### src/rtl/uart_pkg.sv
// -----------------------------------------------------------------------------
// uart_pkg : shared UART constants and feeder FSM state encoding   (rev 1.0)
// -----------------------------------------------------------------------------
`default_nettype none

package uart_pkg;

  localparam int UART_DATA_WIDTH = 8;
  localparam int UART_ADDR_WIDTH = 4;

  typedef enum logic [0:0] {
    ST_IDLE = 1'b0,
    ST_SEND = 1'b1
  } feeder_state_e;

endpackage

`default_nettype wire

### src/rtl/uart_tx_feeder_if.sv
// -----------------------------------------------------------------------------
// uart_tx_feeder_if : producer-side and transmitter-side feeder signals (rev 1.0)
// -----------------------------------------------------------------------------
`default_nettype none

interface uart_tx_feeder_if
  import uart_pkg::*;
#(
  parameter int DATA_WIDTH = UART_DATA_WIDTH,
  parameter int ADDR_WIDTH = UART_ADDR_WIDTH
);

  logic                  wr_en;
  logic [DATA_WIDTH-1:0] wr_data;
  logic                  full;
  logic                  empty;
  logic [ADDR_WIDTH:0]   count;
  logic                  overflow;
  logic                  ovf_clr;
  logic                  tx_start;
  logic [DATA_WIDTH-1:0] din;
  logic                  tx_done;
  logic                  busy;

  // Producer plus transmitter environment around the feeder.
  modport master (
    output wr_en, wr_data, ovf_clr, tx_done,
    input  full, empty, count, overflow, tx_start, din, busy
  );

  modport slave (
    input  wr_en, wr_data, ovf_clr, tx_done,
    output full, empty, count, overflow, tx_start, din, busy
  );

endinterface

`default_nettype wire

### src/rtl/sync_fifo.sv
// -----------------------------------------------------------------------------
// sync_fifo : single-clock FIFO with same-cycle push/pop support     (rev 1.0)
// -----------------------------------------------------------------------------
`default_nettype none

module sync_fifo
  import uart_pkg::*;
#(
  parameter int DATA_WIDTH = UART_DATA_WIDTH,
  parameter int ADDR_WIDTH = UART_ADDR_WIDTH
) (
  input  logic                  clk,
  input  logic                  reset,
  input  logic                  push,
  input  logic                  pop,
  input  logic [DATA_WIDTH-1:0] wr_data,
  output logic [DATA_WIDTH-1:0] rd_data,
  output logic                  full,
  output logic                  empty,
  output logic [ADDR_WIDTH:0]   count
);

  localparam int DEPTH = 1 << ADDR_WIDTH;
  localparam int CW    = ADDR_WIDTH + 1;

  logic [DATA_WIDTH-1:0] mem_q [DEPTH];
  logic [ADDR_WIDTH-1:0] wr_ptr_q, wr_ptr_d;
  logic [ADDR_WIDTH-1:0] rd_ptr_q, rd_ptr_d;
  logic [CW-1:0]         count_q, count_d;
  logic                  do_push;
  logic                  do_pop;

  // Guards live here so count can never leave 0..DEPTH whatever the caller does.
  always_comb begin
    do_push  = push & ~full;
    do_pop   = pop & ~empty;
    wr_ptr_d = do_push ? wr_ptr_q + ADDR_WIDTH'(1) : wr_ptr_q;
    rd_ptr_d = do_pop  ? rd_ptr_q + ADDR_WIDTH'(1) : rd_ptr_q;
    count_d  = count_q;
    case ({do_push, do_pop})
      2'b10:   count_d = count_q + CW'(1);
      2'b01:   count_d = count_q - CW'(1);
      default: count_d = count_q;
    endcase
  end

  always_ff @(posedge clk or negedge reset) begin
    if (!reset) begin
      wr_ptr_q <= '0;
      rd_ptr_q <= '0;
      count_q  <= '0;
    end else begin
      wr_ptr_q <= wr_ptr_d;
      rd_ptr_q <= rd_ptr_d;
      count_q  <= count_d;
    end
  end

  always_ff @(posedge clk) begin
    if (do_push) begin
      mem_q[wr_ptr_q] <= wr_data;
    end
  end

  assign rd_data = mem_q[rd_ptr_q];
  assign full    = (count_q == CW'(DEPTH));
  assign empty   = (count_q == '0);
  assign count   = count_q;

endmodule

`default_nettype wire

### src/rtl/uart_tx_feeder.sv
// -----------------------------------------------------------------------------
// uart_tx_feeder : FIFO-buffered launcher for a UART TX serializer   (rev 1.0)
// -----------------------------------------------------------------------------
`default_nettype none

module uart_tx_feeder
  import uart_pkg::*;
#(
  parameter int DATA_WIDTH = UART_DATA_WIDTH,
  parameter int ADDR_WIDTH = UART_ADDR_WIDTH
) (
  input  logic             clk,
  input  logic             reset,
  uart_tx_feeder_if.slave  bus
);

  feeder_state_e         state_q, state_d;
  logic                  tx_start_q, tx_start_d;
  logic [DATA_WIDTH-1:0] din_q, din_d;
  logic                  busy_q, busy_d;
  logic                  overflow_q, overflow_d;
  logic                  tx_done_dly_q, tx_done_dly_d;

  logic                  done_edge;
  logic                  fifo_pop;
  logic                  fifo_full;
  logic                  fifo_empty;
  logic [DATA_WIDTH-1:0] fifo_head;

  sync_fifo #(
    .DATA_WIDTH (DATA_WIDTH),
    .ADDR_WIDTH (ADDR_WIDTH)
  ) u_fifo (
    .clk     (clk),
    .reset   (reset),
    .push    (bus.wr_en),
    .pop     (fifo_pop),
    .wr_data (bus.wr_data),
    .rd_data (fifo_head),
    .full    (fifo_full),
    .empty   (fifo_empty),
    .count   (bus.count)
  );

  always_comb begin
    tx_done_dly_d = bus.tx_done;
    done_edge     = bus.tx_done & ~tx_done_dly_q;
    state_d       = state_q;
    tx_start_d    = 1'b0;
    din_d         = din_q;
    fifo_pop      = 1'b0;

    case (state_q)
      ST_IDLE: begin
        if (!fifo_empty) begin
          fifo_pop   = 1'b1;
          din_d      = fifo_head;
          tx_start_d = 1'b1;
          state_d    = ST_SEND;
        end
      end
      // A level left high from the previous frame is not an edge, so only a
      // fresh completion releases the FSM.
      ST_SEND: begin
        if (done_edge) begin
          state_d = ST_IDLE;
        end
      end
      default: state_d = ST_IDLE;
    endcase

    busy_d = (state_d == ST_SEND);

    // A dropped push wins over a clear in the same cycle.
    if (bus.wr_en && fifo_full) begin
      overflow_d = 1'b1;
    end else if (bus.ovf_clr) begin
      overflow_d = 1'b0;
    end else begin
      overflow_d = overflow_q;
    end
  end

  always_ff @(posedge clk or negedge reset) begin
    if (!reset) begin
      state_q       <= ST_IDLE;
      tx_start_q    <= 1'b0;
      din_q         <= '0;
      busy_q        <= 1'b0;
      overflow_q    <= 1'b0;
      tx_done_dly_q <= 1'b0;
    end else begin
      state_q       <= state_d;
      tx_start_q    <= tx_start_d;
      din_q         <= din_d;
      busy_q        <= busy_d;
      overflow_q    <= overflow_d;
      tx_done_dly_q <= tx_done_dly_d;
    end
  end

  assign bus.full     = fifo_full;
  assign bus.empty    = fifo_empty;
  assign bus.overflow = overflow_q;
  assign bus.tx_start = tx_start_q;
  assign bus.din      = din_q;
  assign bus.busy     = busy_q;

endmodule

`default_nettype wire

### src/flat_wrapper.sv
// flat-port wrapper written by rule: the top's interface ports become plain ports
module uart_tx_feeder_flat import uart_pkg::*;
#(
  parameter int DATA_WIDTH = UART_DATA_WIDTH,
  parameter int ADDR_WIDTH = UART_ADDR_WIDTH
)
  (clk, reset, bus_wr_en, bus_wr_data, bus_ovf_clr, bus_tx_done, bus_full, bus_empty, bus_count, bus_overflow, bus_tx_start, bus_din, bus_busy);
  uart_tx_feeder_if #(.DATA_WIDTH(DATA_WIDTH), .ADDR_WIDTH(ADDR_WIDTH)) bus_i ();
  input  logic clk;
  input  logic reset;
  input wire logic [$bits(bus_i.wr_en)-1:0] bus_wr_en;
  input wire logic [$bits(bus_i.wr_data)-1:0] bus_wr_data;
  input wire logic [$bits(bus_i.ovf_clr)-1:0] bus_ovf_clr;
  input wire logic [$bits(bus_i.tx_done)-1:0] bus_tx_done;
  output wire logic [$bits(bus_i.full)-1:0] bus_full;
  output wire logic [$bits(bus_i.empty)-1:0] bus_empty;
  output wire logic [$bits(bus_i.count)-1:0] bus_count;
  output wire logic [$bits(bus_i.overflow)-1:0] bus_overflow;
  output wire logic [$bits(bus_i.tx_start)-1:0] bus_tx_start;
  output wire logic [$bits(bus_i.din)-1:0] bus_din;
  output wire logic [$bits(bus_i.busy)-1:0] bus_busy;
  assign bus_i.wr_en = bus_wr_en;
  assign bus_i.wr_data = bus_wr_data;
  assign bus_i.ovf_clr = bus_ovf_clr;
  assign bus_i.tx_done = bus_tx_done;
  assign bus_full = bus_i.full;
  assign bus_empty = bus_i.empty;
  assign bus_count = bus_i.count;
  assign bus_overflow = bus_i.overflow;
  assign bus_tx_start = bus_i.tx_start;
  assign bus_din = bus_i.din;
  assign bus_busy = bus_i.busy;
  uart_tx_feeder #(.DATA_WIDTH(DATA_WIDTH), .ADDR_WIDTH(ADDR_WIDTH)) u_core (.clk(clk), .reset(reset), .bus(bus_i));
endmodule
### config.mk
export PLATFORM = sky130hd
export DESIGN_NAME = uart_tx_feeder_flat
export DESIGN_NICKNAME = d
export VERILOG_FILES = /design/src/rtl/uart_pkg.sv /design/src/rtl/uart_tx_feeder_if.sv /design/src/rtl/sync_fifo.sv /design/src/rtl/uart_tx_feeder.sv /design/src/flat_wrapper.sv
export SDC_FILE = /design/constraint.sdc
export NUM_CORES = 1
export LEC_CHECK = 0
export ABC_AREA = 0
export CORE_MARGIN = 2
export CORE_UTILIZATION = 30
export DETAILED_ROUTE_END_ITERATION = 10
export REMOVE_ABC_BUFFERS = 1
export SETUP_SLACK_MARGIN = 0.15
export SYNTH_ARGS = -nofsm -noshare
export SYNTH_HDL_FRONTEND = slang
export SYNTH_SLANG_ARGS = --single-unit
### constraint.sdc
create_clock -name clk -period 2.9 [get_ports clk]
set_clock_uncertainty 0.15 [all_clocks]
set_input_delay 0.58 -clock clk [delete_from_list [all_inputs] [get_ports clk]]
set_output_delay 0.58 -clock clk [all_outputs]
set_load 0.1 [all_outputs]
Word level (Yosys, flattened, before mapping):

Memory sizes are Yosys's and may differ from the RTL's. A register that Yosys moved wholly into a read port is not among the register bits.
Cells that the tools add are included.

* output and inout bits: 18
* memories kept: 1
* word-level logic and storage cells: 37
* register bits after elaboration: 17
* bits of input ports: 13
* RAM bits: 128

* muxes and demuxes: 9
* bitwise operators: 7
* equality and inequality tests: 3
* reductions and logical operators: 6
* add/subtract/negate cells: 4

Memories
* u_core.u_fifo.mem_q: words 16, bits a word 8, rd ports 1, clocked after memory_dff 1, write ports 1, line sync_fifo.sv:26 `logic [DATA_WIDTH-1:0] mem_q [DEPTH];`

Operator list (number)
* $pmux W5 S2: 1
* $add A4 B1 Y4 const B: 2
* $mux W1: 7
* $add A5 B1 Y5 const B: 1
* $eq A5 B5 Y1 const B: 1
* $logic_not A5 Y1: 1
* $sub A5 B1 Y5 const B: 1
* $not A1 Y1: 4
* $reduce_bool A2 Y1: 2
* $and A1 B1 Y1: 3
* $eq A2 B1 Y1 const B: 1
* $eq A2 B2 Y1 const B: 1
* $pmux W1 S2: 1
* $reduce_and A2 Y1: 1
* $logic_and A1 B1 Y1: 1
* $logic_not A1 Y1: 1

Depth between registers and ports, before layout:

* depth in word-level cells: 6
* mapped depth: 12
* depth with buffers taken out: 10

By module:

From an unflattened synthesis, not the netlist that was laid out.

* cell total of the unflattened synthesis: 358
* area total of the unflattened synthesis: 6209.7 um^2

Modules (own cells, without submodules)
* sync_fifo: instances 1, seq. area each 4169.0 um^2, area each 5779.3 um^2, cells each 332
* uart_tx_feeder: instances 1, seq. area each 300.3 um^2, area each 430.4 um^2, cells each 26

Worst setup path before layout:

No wires, ideal clock.

* kind: reg2reg
* start: reg u_core.u_fifo.count_q[1] (netlist: u_core.u_fifo.count[1])
* end: reg u_core.u_fifo.count_q[4] (netlist: u_core.u_fifo.count[4])
* slack: -0.780 ns
* arrival time: 3.425 ns
* library setup time: 0.105 ns
* cell stages (with the launch flop): 13
* data required time: 2.645 ns
* buffers on the path: 3
* period minus slack after synthesis: 3.680 ns
* cells stage by stage: dfrtp_1 buf_2 nor4_4 a21oi_1 clkbuf_1 ha_1 clkbuf_1 xor2_1 ha_1 o211a_1 o21ai_0 o41ai_1 nor4b_1

* word-level cells in the longest chain between the ends: 6
* elaborated cells on any way between the ends: 14
* those cells by class: add/sub (2); eq/ne (3); mux (3); bitwise (4); reduce/logical (2)

Ends and longest elaborated chain
* from (decl): line sync_fifo.sv:29 `logic [CW-1:0] count_q, count_d;`
* from (signal assigned): line sync_fifo.sv:55 `count_q <= count_d;`
* $logic_not A5 Y1 (*): line sync_fifo.sv:67 `assign empty = (count_q == '0);`
* $mux W1 (*): line uart_tx_feeder.sv:55 `if (!fifo_empty) begin`
* $mux W1 (*): line uart_tx_feeder.sv:53 `case (state_q)`
* net u_core.fifo_pop: line uart_tx_feeder.sv:25 `logic fifo_pop;`
* $and A1 B1 Y1 (*): line sync_fifo.sv:36 `do_pop = pop & ~empty;`
* $eq A2 B1 Y1 or $eq A2 B2 Y1 (tied branches): line sync_fifo.sv:40 `case ({do_push, do_pop})`
* $pmux W5 S2 or $reduce_bool A2 Y1 (tied branches)

Mark *: on every way through the listed nets, which the timed path passes. The rest lies on a longest branch.
A chain may end at the register's enable or synchronous reset.

Worst setup path in the final report:

* start: reg u_core.u_fifo.count_q[0] (netlist: u_core.u_fifo.count[0])
* end: out bus_empty

* word-level cells in the longest chain between the ends: 1

Ends and longest elaborated chain
* $logic_not A5 Y1: line sync_fifo.sv:67
* to (decl): line flat_wrapper.sv:16 `output wire logic [$bits(bus_i.empty)-1:0] bus_empty;`

No other way between the ends.

==> impl_metrics.yaml <==
clock_tree:
  cts_tree: "built"
  cts_htree_levels: 4
  numCtsBuffers: 17
  clock_sinks: 153
  clk_path_buf_depth: 2
  cts-root-buf: "clkbuf_16"
  path_clk_slew_ns: 0.06
  clk_latency_ns: 0.42
synth:
  syn_area_sq_um: 6200
  synth_cells: 328
  yosys_warnings: 0
  synth_area_per_cell_sq_um: 18.9
  synth-seq-cells: 153
  ys_types: 40
  ys_seq_area_share_pct: 72.0
finish:
  multi_input_area_sq_um: 1600
  synthToLayoutAreaGrowth_pct: 20.3
  layout-drive-gt1-share_pct: 29.5
  num_antenna_cells: 0
  final_area_sq_um: 7460
  fin_nets: 409
  seq_area_sq_um: 4470
  instances_no_fill: 670
  n_fill_cell: 1863
die:
  row_count: 52
  start_util_pct: 30.7
  dieArea_sq_um: 21800
  die_x_um: 148
  io_pins: 31
  dieHeight_um: 148
  coreArea_sq_um: 20200
place:
  place_area_sq_um: 6920
  hpwl_mm: 8.08
  gp_congestion: 0.764
  portBuffers: 30
  dp_cells: 637
power_and_ir_drop:
  p_per_area_nw_per_um2: 1030
  ir_worst_vdd_mv: 0.444
  power_w: 0.00765
  leakagePower_nw: 2.54
drt:
  drt_first_pass_iters: 5
  drt_iter0_markers: 252
  vias: 3132
  drc: 0
  routed_wl_mm: 12.4
  ant_nets: 0
  avgRoutedWirePerCell_um: 18.5
  vias_per_cell: 4.67
critical_path:
  worstPathArrival_ns: 1.86
  end_kind: "output pin"
  worstPathRequired_ns: 2.17
  criticalPathCategory: "flop to output pin"
  cp_max_fo: 5
  startpoint_type: "flop"
timing:
  finalCritPeriodShare_pct: 89.4
  fin_crit_ns: 2.59
  hold_viol: 0
  rsz0062_at_grt: "no"
  fmax_mhz: 386
  setup_viol: 0
  tightest_slew_ns: 0.676
  report.final.slew_viol_count: 0
  maxSlewHeadroom_pct: 54.8
min_path:
  hold_class: "input pin to asynchronous set/reset pin"
run_status:
  status: "completed"
global_routing:
  grt-ovfl-total: 0
  grt_pass1_vias: 3306
  grt_start_max_net_pins: 34
  antenna_found_initial: 0
  grt_pass1_wl_mm: 19.2
  track_usage_pct: 12.0
job:
  drv_cap: 0
-- layer usage --
metal,share of wire [%],vias to the layer above,wire [um],global-route usage [%]
met2,50,90,6220,19.3
met5,0,-,0,0
met1,42,1597,5240,15.6
met3,6.5,12,800,3.30
li1,-,1433,-,-
met4,1.1,0,133,4.57
-- cells in the mapped netlist --
cell type	count	area, sq um
a211o_1	1	8.76
a21boi_2	1	11.3
a21o_1	1	7.51
a21oi_1	12	60.1
a22o_1	1	8.76
a311oi_1	1	8.76
and2_1	2	12.5
and3b_1	1	8.76
buf_1	4	15.0
buf_12	1	20.0
buf_2	5	25.0
buf_6	3	33.8
clkbuf_1	5	18.8
dfrtp_1	25	626
edfxtp_1	128	3840
ha_1	9	113
inv_1	7	26.3
mux2_2	10	113
mux2i_1	1	10.0
mux4_1	8	210
mux4_2	24	541
nand2_1	11	41.3
nand2b_1	3	18.8
nand3_1	1	5.00
nand4_1	2	12.5
nor2_1	15	56.3
nor2b_1	4	25.0
nor3_1	4	20.0
nor3b_1	2	15.0
nor4_4	1	21.3
nor4b_1	1	8.76
o211a_1	1	10.0
o21a_1	1	7.51
o21ai_0	4	20.0
o22ai_1	13	81.3
o22ai_2	3	37.5
o41ai_1	1	8.76
or2_2	1	6.26
xnor2_1	7	61.3
xor2_1	3	26.3
-- worst paths after layout --
path                                   startpoint                endpoint  slack [ns]  cells past startpoint
min reg2reg                  u_core.tx_done_dly_q          u_core.state_q        0.37                      2
max reg2reg                u_core.u_fifo.count[0]  u_core.u_fifo.count[4]        0.35                      9
max in group asynchronous                   reset  u_core.u_fifo.count[2]        1.64                      2
min in group clk             u_core.tx_done_dly_q          u_core.state_q        0.37                      2
min                                         reset     u_core.bus.overflow        0.33                      1
max                        u_core.u_fifo.count[0]               bus_empty        0.31                      4
-- critical path: stages, from the launching register on --
cell	delay [ns]
dfrtp_2	0.46
nor4_4	0.41
buf_4	0.19
and2_1	0.19
buf_12	0.19
-- power breakdown --
group          total, W  switching (W)  internal, W
combinational   0.00261        0.00161      0.00100
clock           0.00199       0.000828      0.00117
sequential      0.00304       0.000320      0.00272
-- metrics by stage --
step / TNS, ns / setup WS, ns / utilization, % / hold slack [ns]
finish: 0 / 0.309 / 36.9 / 0.332
global route: 0 / 0.177 / 36.9 / 0.354
CTS: 0 / 0.179 / 36.8 / 0.329
detailed placement: -0.0315 / -0.0315 / 34.2 / 0.369
global placement: 0 / 0.0241 / 34.2 / 0.360
floorplan: -4.06 / -1.16 / - / 0.134
-- kinds of logic (layout without fill, tap and decap cells) --
logic type      count (synthesis)  after routing  share of synthesized area [%]
mux                            43             43                           14.1
xor+xnor                       10             10                           1.41
compound gates                 40             40                           4.36
simple gates                   48             48                           4.05
flops                         153            153                           72.0
fa+ha+maj                       9              9                           1.82
buf+inv                        25             97                           2.24
-- repair_timing --
action                                 4_1_cts  5_1_grt
hold buffers                                 0        0
setup endpoints to repair                    0        1
resized for setup                            0        3
endpoints found under the hold margin        0        0
setup buffers                                0        1
-- area by class of cell --
cell class	count	area share (%)
repair buffers	58	6.57
clock buffers	19	5.80
flip-flops and latches	153	59.9
inverters	7	0.352
multi-input cells	150	21.4
well taps	270	4.53
clock inverters	13	1.39
-- sequential cells by signal (all words and copies together), names as in the netlist --
name	count
u_core.bus.din	8
u_core.bus.overflow	1
u_core.bus.tx_start	1
u_core.state_q	1
u_core.tx_done_dly_q	1
u_core.u_fifo.count	5
u_core.u_fifo.mem_q	128
u_core.u_fifo.rd_ptr_q	4
u_core.u_fifo.wr_ptr_q	4
-- cells in the final DEF (no fill, tap or decap), types with 3 or more instances in the layout --
cell type        count
xnor2_1              7
nor3_1               4
dfrtp_1             22
clkinvlp_4           5
nand2b_1             3
clkinv_2             4
xor2_1               3
mux4_1               8
a21oi_1             11
nor2_1              15
buf_4               44
inv_1                7
mux4_2              24
edfxtp_1           128
o22ai_2              3
o22ai_1             13
dfrtp_2              3
ha_1                 9
o21ai_0              3
mux2_2              10
clkbuf_16           17
clkdlybuf4s50_1     12
nor2b_1              4
nand2_1             11
(Power assumes the default switching activity.)
